--- src/rtl/key8_onehot_capture_if.sv ---
// Event handshake bundle between key8_onehot_capture and its consumer.
// The master drives a one-hot event with valid; the slave returns ready.
interface key8_onehot_capture_if;
  logic [7:0] key_onehot;
  logic       key_valid;
  logic       key_ready;

  modport master (
    output key_onehot,
    output key_valid,
    input  key_ready
  );

  modport slave (
    input  key_onehot,
    input  key_valid,
    output key_ready
  );
endinterface

--- src/rtl/key8_onehot_capture.sv ---
// Eight-channel debouncer feeding a one-hot press-event queue.
// Define KEY8_SYNC2_EN to add a two-flop input synchroniser.
module key8_onehot_capture #(
  parameter int DEBOUNCE_CYCLES = 16,
  parameter int CNT_W           = 16
) (
  input  logic                  clk,
  input  logic                  rst,
  input  logic [7:0]            raw_in,
  key8_onehot_capture_if.master key_if,
  output logic [7:0]            key_level,
  output logic                  overflow
);

  typedef enum logic {
    IDLE,
    PRESENT
  } state_t;

  localparam logic [CNT_W-1:0] CNT_MAX =
    CNT_W'(DEBOUNCE_CYCLES - 1);

  logic [7:0] s;

`ifdef KEY8_SYNC2_EN
  logic [7:0] sync1_q;
  logic [7:0] sync2_q;

  always_ff @(posedge clk) begin
    if (rst) begin
      sync1_q <= '0;
      sync2_q <= '0;
    end else begin
      sync1_q <= raw_in;
      sync2_q <= sync1_q;
    end
  end

  assign s = sync2_q;
`else
  assign s = raw_in;
`endif

  logic [CNT_W-1:0] cnt_q [8];
  logic [CNT_W-1:0] cnt_d [8];
  logic [7:0]       level_q;
  logic [7:0]       level_d;
  logic [7:0]       rise;
  logic [7:0]       pending_q;
  logic [7:0]       pending_d;
  logic [7:0]       sel;
  logic [7:0]       clr;
  logic             ovf_q;
  logic             ovf_d;
  logic [7:0]       onehot_q;
  logic             valid_q;
  state_t           state_q;

  // Counter saturates at CNT_MAX; any agreeing sample restarts it.
  always_comb begin
    level_d = level_q;
    rise    = '0;
    for (int i = 0; i < 8; i++) begin
      cnt_d[i] = '0;
      if (s[i] != level_q[i]) begin
        if (cnt_q[i] == CNT_MAX) begin
          level_d[i] = s[i];
          rise[i]    = s[i];
        end else begin
          cnt_d[i] = cnt_q[i] + CNT_W'(1);
        end
      end
    end
  end

  // Highest pending index wins, matching the downstream encoder.
  always_comb begin
    sel = '0;
    for (int i = 0; i < 8; i++) begin
      if (pending_q[i]) begin
        sel    = '0;
        sel[i] = 1'b1;
      end
    end
  end

  assign clr       = (state_q == IDLE) ? sel : '0;
  assign pending_d = (pending_q & ~clr) | rise;
  assign ovf_d     = |(rise & pending_q & ~clr);

  always_ff @(posedge clk) begin
    if (rst) begin
      for (int i = 0; i < 8; i++) begin
        cnt_q[i] <= '0;
      end
      level_q   <= '0;
      pending_q <= '0;
      ovf_q     <= 1'b0;
      onehot_q  <= '0;
      valid_q   <= 1'b0;
      state_q   <= IDLE;
    end else begin
      for (int i = 0; i < 8; i++) begin
        cnt_q[i] <= cnt_d[i];
      end
      level_q   <= level_d;
      pending_q <= pending_d;
      ovf_q     <= ovf_d;
      unique case (state_q)
        IDLE: begin
          if (|pending_q) begin
            onehot_q <= sel;
            valid_q  <= 1'b1;
            state_q  <= PRESENT;
          end
        end
        PRESENT: begin
          if (key_if.key_ready) begin
            onehot_q <= '0;
            valid_q  <= 1'b0;
            state_q  <= IDLE;
          end
        end
        default: begin
          onehot_q <= '0;
          valid_q  <= 1'b0;
          state_q  <= IDLE;
        end
      endcase
    end
  end

  assign key_if.key_onehot = onehot_q;
  assign key_if.key_valid  = valid_q;
  assign key_level         = level_q;
  assign overflow          = ovf_q;

endmodule

--- src/flat_wrapper.sv ---
// flat-port wrapper written by rule: the top's interface ports become plain ports
module key8_onehot_capture_flat 
#(
  parameter int DEBOUNCE_CYCLES = 16,
  parameter int CNT_W           = 16
)
  (clk, rst, raw_in, key_level, overflow, key_if_key_onehot, key_if_key_valid, key_if_key_ready);
  key8_onehot_capture_if key_if_i ();
  input  logic clk;
  input  logic rst;
  input  logic [7:0] raw_in;
  output logic [7:0] key_level;
  output logic overflow;
  output wire logic [$bits(key_if_i.key_onehot)-1:0] key_if_key_onehot;
  output wire logic [$bits(key_if_i.key_valid)-1:0] key_if_key_valid;
  input wire logic [$bits(key_if_i.key_ready)-1:0] key_if_key_ready;
  assign key_if_key_onehot = key_if_i.key_onehot;
  assign key_if_key_valid = key_if_i.key_valid;
  assign key_if_i.key_ready = key_if_key_ready;
  key8_onehot_capture #(.DEBOUNCE_CYCLES(DEBOUNCE_CYCLES), .CNT_W(CNT_W)) u_core (.clk(clk), .rst(rst), .raw_in(raw_in), .key_if(key_if_i), .key_level(key_level), .overflow(overflow));
endmodule
--- config.mk ---
export PLATFORM = sky130hd
export DESIGN_NAME = key8_onehot_capture_flat
export DESIGN_NICKNAME = d
export VERILOG_FILES = /design/src/rtl/key8_onehot_capture_if.sv /design/src/rtl/key8_onehot_capture.sv /design/src/flat_wrapper.sv
export SDC_FILE = /design/constraint.sdc
export NUM_CORES = 1
export LEC_CHECK = 0
export ABC_CLOCK_PERIOD_IN_PS = 2700
export BUFFER_PORTS_ARGS = -buffer_cell sky130_fd_sc_hd__buf_2
export CORE_UTILIZATION = 45
export DETAILED_ROUTE_END_ITERATION = 8
export GPL_TIMING_DRIVEN = 0
export SLEW_MARGIN = 40
export SYNTH_ARGS = -nofsm -noshare
export SYNTH_HDL_FRONTEND = slang
export SYNTH_SLANG_ARGS = --single-unit
--- constraint.sdc ---
create_clock -name clk -period 2.7 [get_ports clk]
set_input_delay 0.405 -clock clk [delete_from_list [all_inputs] [get_ports clk]]
set_output_delay 0.405 -clock clk [all_outputs]
set_load 0.01 [all_outputs]
======== Yosys cells after proc, flatten, opt, wreduce, memory -nomap -nowiden ========
Memories as Yosys holds them, arrays and structs flattened.
Cells that the tools add are included.
storage, ports and cells
  register bits after elaboration ......... 27
  bits in writable memories ............... 128
  bits of input ports ..................... 11
  output and inout port bits .............. 18
  word-level logic and storage cells ...... 126
  memories ................................ 1
memory list
  memory        depth  bits a word  read ports  clocked after Yosys merged registers in  wr ports  line                       text
  u_core.cnt_q  8      16           8           0                                        8         key8_onehot_capture.sv:44  logic [CNT_W-1:0] cnt_q [8];
operators by class
  add/subtract/negate cells ............... 8
  equal/unequal tests ..................... 18
  multiplexer cells ....................... 61
  bitwise operators ....................... 14
  reductions and logical operators ........ 11
operators by type and width
  operator                                                           number
  16-bit two-way mux                                                 24
  16-bit by 1-bit adder with 16-bit output (second input constant)   8
  16-bit by 4-bit == test with 1-bit output (second input constant)  8
  8-bit two-way mux                                                  4
  8-bit bitwise AND                                                  3
  1-bit two-way mux                                                  24
  2-bit AND reduction                                                9
  8-bit one-hot mux with 2 select lines                              1
  8-bit OR reduction                                                 2
  1-bit != test                                                      8
  8-bit NOT                                                          1
  1-bit OR                                                           8
  8-bit OR                                                           1
  7-bit two-way mux                                                  1
  6-bit two-way mux                                                  1
  5-bit two-way mux                                                  1
  4-bit two-way mux                                                  1
  2-bit != test (second input constant)                              2
  1-bit one-hot mux with 2 select lines                              2
  3-bit two-way mux                                                  1
  2-bit two-way mux                                                  1
  1-bit NOT                                                          1

======== Longest topological paths before layout ========
Gate-level depths: netlist of the first run.
  depth after elaboration ................. 12
  gate-level depth with buffers ........... 8
  gate-level depth less buffers ........... 6

======== Worst setup path after synthesis of the first run ========
Ideal clock, no wire load.
  path kind ............................... register to register
  start ................................... reg u_core.pending_q[6]
  end ..................................... reg u_core.ovf_q (netlist: u_core.overflow)
  setup time .............................. 0.138 ns
  arrival time ............................ 1.810 ns
  data required time ...................... 2.562 ns
  path slack .............................. 0.752 ns
  stages on the path, launching flop included .. 7
  buffers on the path ..................... 1
  period minus slack after synthesis ...... 1.948 ns
  cell sequence ........................... dfxtp_1 -> buf_6 -> or4_4 -> or2_2 -> o2111a_1 -> a211oi_1 -> a41oi_1
on the way
  cells in the longest elaborated chain, start to end .. 6
  elaborated cells on any way between the ends .. 7
  classes of those cells .................. mux: 3; bitwise: 3; reduce/logical: 1
ends and longest elaborated chain
  item                      line                        text
  start: declaration        key8_onehot_capture.sv:49   logic [7:0] pending_q;
  start signal: assignment  key8_onehot_capture.sv:107  pending_q <= pending_d;
  7-bit two-way mux         key8_onehot_capture.sv:80   if (pending_q[i]) begin
  8-bit two-way mux         key8_onehot_capture.sv:80
  8-bit two-way mux         key8_onehot_capture.sv:87   assign clr = (state_q == IDLE) ? sel : '0;
  8-bit NOT                 key8_onehot_capture.sv:89   assign ovf_d = |(rise & pending_q & ~clr);
  8-bit bitwise AND *       key8_onehot_capture.sv:89
  8-bit OR reduction *      key8_onehot_capture.sv:89
  end signal: assignment    key8_onehot_capture.sv:108  ovf_q <= ovf_d;
  end: declaration          key8_onehot_capture.sv:53   logic ovf_q;
Every way passes the cells marked *; elsewhere a longest branch is shown, timed or not.
A chain may end at the register's enable or synchronous reset.

==> results of run 1 <==
registers in the layout (all words and copies together) (netlist names):
| register | cells |
|---|---|
| u_core.cnt_q | 128 |
| u_core.key_if.key_onehot | 8 |
| u_core.key_if.key_valid | 1 |
| u_core.key_level | 8 |
| u_core.overflow | 1 |
| u_core.pending_q | 8 |
| u_core.state_q | 1 |
worst register-to-register path, cell delays in order (launching register included):
cell      delay [ns]
dfxtp_1         0.36
ha_1            0.21
and3_1          0.20
and4_1          0.20
clkbuf_1        0.23
or3_1           0.15
clkbuf_1        0.27
clkbuf_1        0.43
nor2_1          0.11
report_power, final:
group          internal, mW  leakage, nW  switching [mW]  total, mW
logic                0.0274         1.16          0.0603     0.0877
clock network          1.71        0.328           0.918       2.63
registers              2.30         1.25         0.00923       2.31
total                  4.04         2.73           0.988       5.03
metrics by stage:
stage                     area (µm²)   util  instances  total power [mW]
after floorplan                 6630      -        754              2.41
after global placement          6990  0.494        962              2.44
after detailed placement        6990  0.494        962              2.45
after CTS                       7650  0.541        994              5.09
after global routing            7660  0.541        994              5.21
final                           7660  0.541        994              5.03
worst max-delay path by stage:
stage / cells after the start / to / start
after global routing: 8 / u_core.cnt_q[0][100] / u_core.cnt_q[0][96]
final: 8 / u_core.cnt_q[0][100] / u_core.cnt_q[0][96]
after floorplan: 6 / u_core.overflow / u_core.pending_q[6]
after CTS: 8 / u_core.cnt_q[0][100] / u_core.cnt_q[0][96]
after detailed placement: 8 / u_core.cnt_q[0][107] / u_core.cnt_q[0][96]
after global placement: 8 / u_core.cnt_q[0][101] / u_core.cnt_q[0][96]
kinds of logic after synthesis:
logic type | after synthesis | synth area share
multiplexers | 9 | 0.0155
XOR/XNOR | 110 | 0.145
adder cells (fa/ha/maj) | 8 | 0.0151
AND/OR/NAND/NOR | 383 | 0.287
flip-flops | 155 | 0.468
buffers and inverters | 40 | 0.0238
AO/OA/AOI/OAI | 49 | 0.0453
per-layer routing:
layer,track usage,up-vias,wire [µm]
li1,-,2687,-
met1,0.241,2382,6350
met2,0.311,49,6080
met3,0.0567,16,489
met4,0.0527,0,165
met5,0,-,0
cell usage after synthesis:
| master | count |
|---|---|
| a211oi_1 | 1 |
| a21o_1 | 1 |
| a21oi_1 | 16 |
| a22oi_1 | 10 |
| a32oi_1 | 1 |
| a41oi_1 | 1 |
| and2_1 | 5 |
| and3_1 | 29 |
| and4_1 | 12 |
| buf_1 | 2 |
| buf_6 | 1 |
| clkbuf_1 | 19 |
| dfxtp_1 | 155 |
| ha_1 | 8 |
| inv_1 | 18 |
| mux2i_1 | 8 |
| mux2i_4 | 1 |
| nand2_1 | 38 |
| nand3_1 | 39 |
| nand3b_1 | 3 |
| nand4_1 | 23 |
| nand4b_1 | 2 |
| nor2_1 | 157 |
| nor2b_1 | 8 |
| nor3_1 | 11 |
| nor3b_1 | 3 |
| nor4_1 | 31 |
| o2111a_1 | 1 |
| o2111ai_1 | 1 |
| o21a_1 | 1 |
| o21ai_0 | 14 |
| o22ai_1 | 1 |
| o32ai_1 | 1 |
| or2_2 | 4 |
| or3_1 | 15 |
| or4_2 | 1 |
| or4_4 | 2 |
| xnor2_1 | 59 |
| xor2_1 | 51 |
cell type report:
cell class / count / area share
inverters: 18 / 0.00882
multi-input cells: 559 / 0.441
well taps: 180 / 0.0294
flip-flops and latches: 155 / 0.405
plain buffers: 22 / 0.0118
clock inverters: 11 / 0.0245
repair buffers: 28 / 0.0183
clock buffers: 21 / 0.0614
==> results_dict.tcl, run 1 <==
set metrics [dict create \
    synth_nets 773 \
    seq_area_um2 3100 \
    cp_num_buf_inv 3 \
    period_share 0.848 \
    crit_path_start_kind "flip-flop" \
    synth_cells 754 \
    die_h_um 123 \
    cpMostUsedCell "clkbuf_1" \
    crit_type "flip-flop to flip-flop" \
    peakVddDrop_mv 0.459 \
    slew_headroom 0.640 \
    p_leak_nw 2.73 \
    setup_viol 0 \
    area_growth_pct 15.5 \
    cpPeakStageDelay_ns 0.43 \
    fin_ws_ns 0.410 \
    vias_per_cell 5.16 \
    timing.rr.start "u_core.cnt_q[0][96]" \
    multi_input_area_um2 3370 \
    cts_tree "yes" \
    path_cells "ha_1, and3_1, and4_1, clkbuf_1, or3_1, clkbuf_1, clkbuf_1, nor2_1" \
    fmax_ghz 0.437 \
    fin_crit_ns 2.29 \
    antenna_found_initial 0 \
    synth.ff_latch_count 155 \
    grt.total_usage 0.190 \
    fillers 1320 \
    hold_viol 0 \
    critical_path_required_ns 2.99 \
    whs_path_depth 3 \
    status "finished clean" \
    worstPathMaxFanout 10 \
    dp_hpwl_mm 9.24 \
    p_per_area_nw_per_um2 657 \
    drt-wirelength-per-cell_um 13.2 \
    gp_congestion 0.818 \
    cp_data_arrival_time_ns 2.58 \
    io_pins 29 \
    clock_latency_ns 0.42 \
    place_worst_setup_slack_ns 0.456 \
    avgSynthCellArea_um2 8.79 \
    grt_start_max_net_pins 17 \
    crit_slowest_cell "clkbuf_1" \
    root_buffer "clkbuf_16" \
    drive_gt1_frac 0.0848 \
    hold_buffers 0 \
    end_kind "flip-flop" \
    die-area_um2 15200 \
    rsz0062_at_grt "no" \
    drtPass1Iterations 4 \
    synth_top_area_cell "dfxtp_1" \
    drt_iter0_drc 298 \
    whs_endpoint "u_core.key_level[1]" \
    synth_top_area_share 0.468 \
    min_path_type "input pin to flip-flop" \
    die_x_um 123 \
    final_common_cell "nor2_1" \
    start_util 0.468 \
    drcViolationCount 0 \
    syn_area_um2 6630 \
    min_from "raw_in[1]" \
    nNetsFinal 820 \
    cts_setup_buffers 0 \
    final_max_slew_viol_count 0 \
    holdWs_ns 0.278 \
    final_cell_mix "157 x nor2_1, 155 x dfxtp_1, 59 x xnor2_1, 51 x xor2_1, 39 x nand3_1" \
    path_delay_family "buffers and inverters" \
    grt_pass1_vias 4882 \
    numCtsBuffers 17 \
    worstMarginPinSlew_ns 0.541 \
    h-tree-depth 4 \
    grt_pass1_wl_mm 22.7 \
    cts_resized 0 \
    route.vias.total 5134 \
    core_area_um2 14100 \
    grt_overflow_total 0 \
    path_clk_slew_ns 0.06 \
    cts_num_sinks 155 \
    synth.distinct_cells 39 \
    seq_area_frac_synth 0.468 \
    reg2reg_depth 8 \
    r2r_slack_ns 0.41 \
    yosysWarnings 0 \
    diodes 0 \
    rows 43 \
    port_buffers 28 \
    synth.area.top_cells "dfxtp_1 47%, nor2_1 8.9%, xnor2_1 7.8%" \
    setup_tns_ns 0 \
    timing.max_cap.violations 0 \
    ctsLongestPathBuffers 2 \
    wl_mm 13.1 \
    drt.antenna.violating_nets 0 \
    finClkSkew_ns 0.00841 \
    timing.rr.end "u_core.cnt_q[0][100]" \
]
No activity file was read; power rests on OpenSTA's default activity.
==> inputs of run 2 (changes only) <==
--- a/config.mk
+++ b/config.mk
@@ -5,7 +5,7 @@
 export SDC_FILE = /design/constraint.sdc
 export NUM_CORES = 1
 export LEC_CHECK = 0
-export ABC_CLOCK_PERIOD_IN_PS = 2700
+export ABC_CLOCK_PERIOD_IN_PS = 2400
 export BUFFER_PORTS_ARGS = -buffer_cell sky130_fd_sc_hd__buf_2
 export CORE_UTILIZATION = 45
 export DETAILED_ROUTE_END_ITERATION = 8
==> constraint.sdc (replaced) <==
create_clock -name clk -period 2.4 [get_ports clk]
set_input_delay 0.36 -clock clk [delete_from_list [all_inputs] [get_ports clk]]
set_output_delay 0.36 -clock clk [all_outputs]
set_load 0.01 [all_outputs]
==> results_dict.tcl, run 2 (synthesis gave the netlist of run 1 again) <==
set metrics [dict create \
    area_growth_pct 15.5 \
    fin_crit_ns 2.14 \
    cpPeakStageDelay_ns 0.40 \
    drcViolationCount 0 \
    core_area_um2 14100 \
    nNetsFinal 819 \
    start_util 0.468 \
    path_cells "ha_1, and3_1, and4_1, or3_1, clkbuf_1, clkbuf_1, nor2_1" \
    status "finished clean" \
    path_clk_slew_ns 0.06 \
    grt.total_usage 0.190 \
    drtPass1Iterations 4 \
    min_from "raw_in[1]" \
    drt.antenna.violating_nets 0 \
    timing.rr.end "u_core.cnt_q[0][121]" \
    slew_headroom 0.639 \
    diodes 0 \
    root_buffer "clkbuf_16" \
    largest_reg_flops 128 \
    end_kind "flip-flop" \
    cts_num_sinks 155 \
    fillers 1321 \
    cp_data_arrival_time_ns 2.44 \
    reg2reg_depth 7 \
    fmax_ghz 0.468 \
    wl_mm 13.1 \
    antenna_found_initial 0 \
    crit_path_start_kind "flip-flop" \
    die_h_um 123 \
    period_share 0.891 \
    p_leak_nw 2.74 \
    drt_iter0_drc 285 \
    die_x_um 123 \
    critical_path_required_ns 2.70 \
    final_util 0.541 \
    worstMarginPinSlew_ns 0.542 \
    cts_resized 0 \
    path_delay_family "simple AND/OR/NAND/NOR gates" \
    final_cell_mix "157 x nor2_1, 155 x dfxtp_1, 59 x xnor2_1, 51 x xor2_1, 39 x nand3_1" \
    holdWs_ns 0.227 \
    cp_num_buf_inv 2 \
    port_buffers 28 \
    numCtsBuffers 17 \
    final_common_cell "nor2_1" \
    rsz0062_at_grt "no" \
    dp_hpwl_mm 9.24 \
    h-tree-depth 4 \
    grt_pass1_vias 4882 \
    vias_per_cell 5.17 \
    crit_type "flip-flop to flip-flop" \
    ctsLongestPathBuffers 2 \
    grt_start_max_net_pins 17 \
    io_pins 29 \
    p_per_area_nw_per_um2 739 \
    setup_tns_ns 0 \
    worstPathMaxFanout 10 \
    r2r_slack_ns 0.26 \
    final_max_slew_viol_count 0 \
    crit_slowest_cell "clkbuf_1" \
    whs_path_depth 3 \
    min_path_type "input pin to flip-flop" \
    grt_overflow_total 0 \
    route.vias.total 5133 \
    cts_tree "yes" \
    timing.rr.start "u_core.cnt_q[0][112]" \
    timing.max_cap.violations 0 \
    regMostFlops "u_core.cnt_q" \
    die-area_um2 15200 \
    hold_buffers 0 \
    gp_congestion 0.818 \
    grt_pass1_wl_mm 22.7 \
    peakVddDrop_mv 0.517 \
    clock_latency_ns 0.43 \
    setup_viol 0 \
    rows 43 \
    finClkSkew_ns 0.00487 \
    drt-wirelength-per-cell_um 13.2 \
    whs_endpoint "u_core.key_level[1]" \
    hold_viol 0 \
    drive_gt1_frac 0.0861 \
    cts_setup_buffers 0 \
    cpMostUsedCell "clkbuf_1" \
]
run 2: power breakdown:
part           internal (mW)  total, mW  switching, mW
registers               2.59       2.60         0.0104
clock network           1.93       2.96           1.03
logic                 0.0307     0.0982         0.0675
total                   4.54       5.66           1.11
run 2: metal layers:
metal,vias up,part of all wire,GRT usage
met1,2385,0.49,0.241
li1,2685,-,-
met5,-,0,0
met2,49,0.47,0.311
met3,14,0.038,0.0567
met4,0,0.011,0.0527
run 2: worst min-delay path, delay by kind of cell:
family,cells,cell delay (ns)
buffers and inverters,1,0.11
AND/OR/NAND/NOR,1,0.08
multiplexers,1,0.07
run 2: area by class of cell:
type / count / area (µm²) / share of cell area
buffer: 21 / 87.6 / 0.0114
clock buffer: 21 / 470 / 0.0615
clock inverter: 11 / 188 / 0.0245
inverter: 18 / 67.6 / 0.00883
multi-input combinational: 559 / 3370 / 0.441
sequential: 155 / 3100 / 0.405
tap: 180 / 225 / 0.0294
timing repair buffer: 28 / 140 / 0.0183
run 2: metrics by stage:
stage | std cells | total power [mW] | cell area, µm² | setup WS (ns)
2_1_floorplan | 754 | 2.71 | 6630 | 0.452
3_3_place_gp | 962 | 2.75 | 6990 | 0.241
3_5_place_dp | 962 | 2.75 | 6990 | 0.156
4_1_cts | 994 | 5.73 | 7650 | 0.0990
5_1_grt | 993 | 5.86 | 7650 | 0.0253
6_report | 993 | 5.66 | 7650 | 0.262
run 2: worst max-delay path by stage:
| stage | startpoint | to | slack, ns | cells after the start |
|---|---|---|---|---|
| 2_1_floorplan | u_core.pending_q[6] | u_core.overflow | 0.45 | 6 |
| 3_3_place_gp | u_core.cnt_q[0][96] | u_core.cnt_q[0][101] | 0.24 | 8 |
| 3_5_place_dp | u_core.cnt_q[0][96] | u_core.cnt_q[0][107] | 0.16 | 8 |
| 4_1_cts | u_core.cnt_q[0][96] | u_core.cnt_q[0][100] | 0.1 | 8 |
| 5_1_grt | u_core.cnt_q[0][112] | u_core.cnt_q[0][118] | 0.03 | 7 |
| 6_report | u_core.cnt_q[0][112] | u_core.cnt_q[0][121] | 0.26 | 7 |
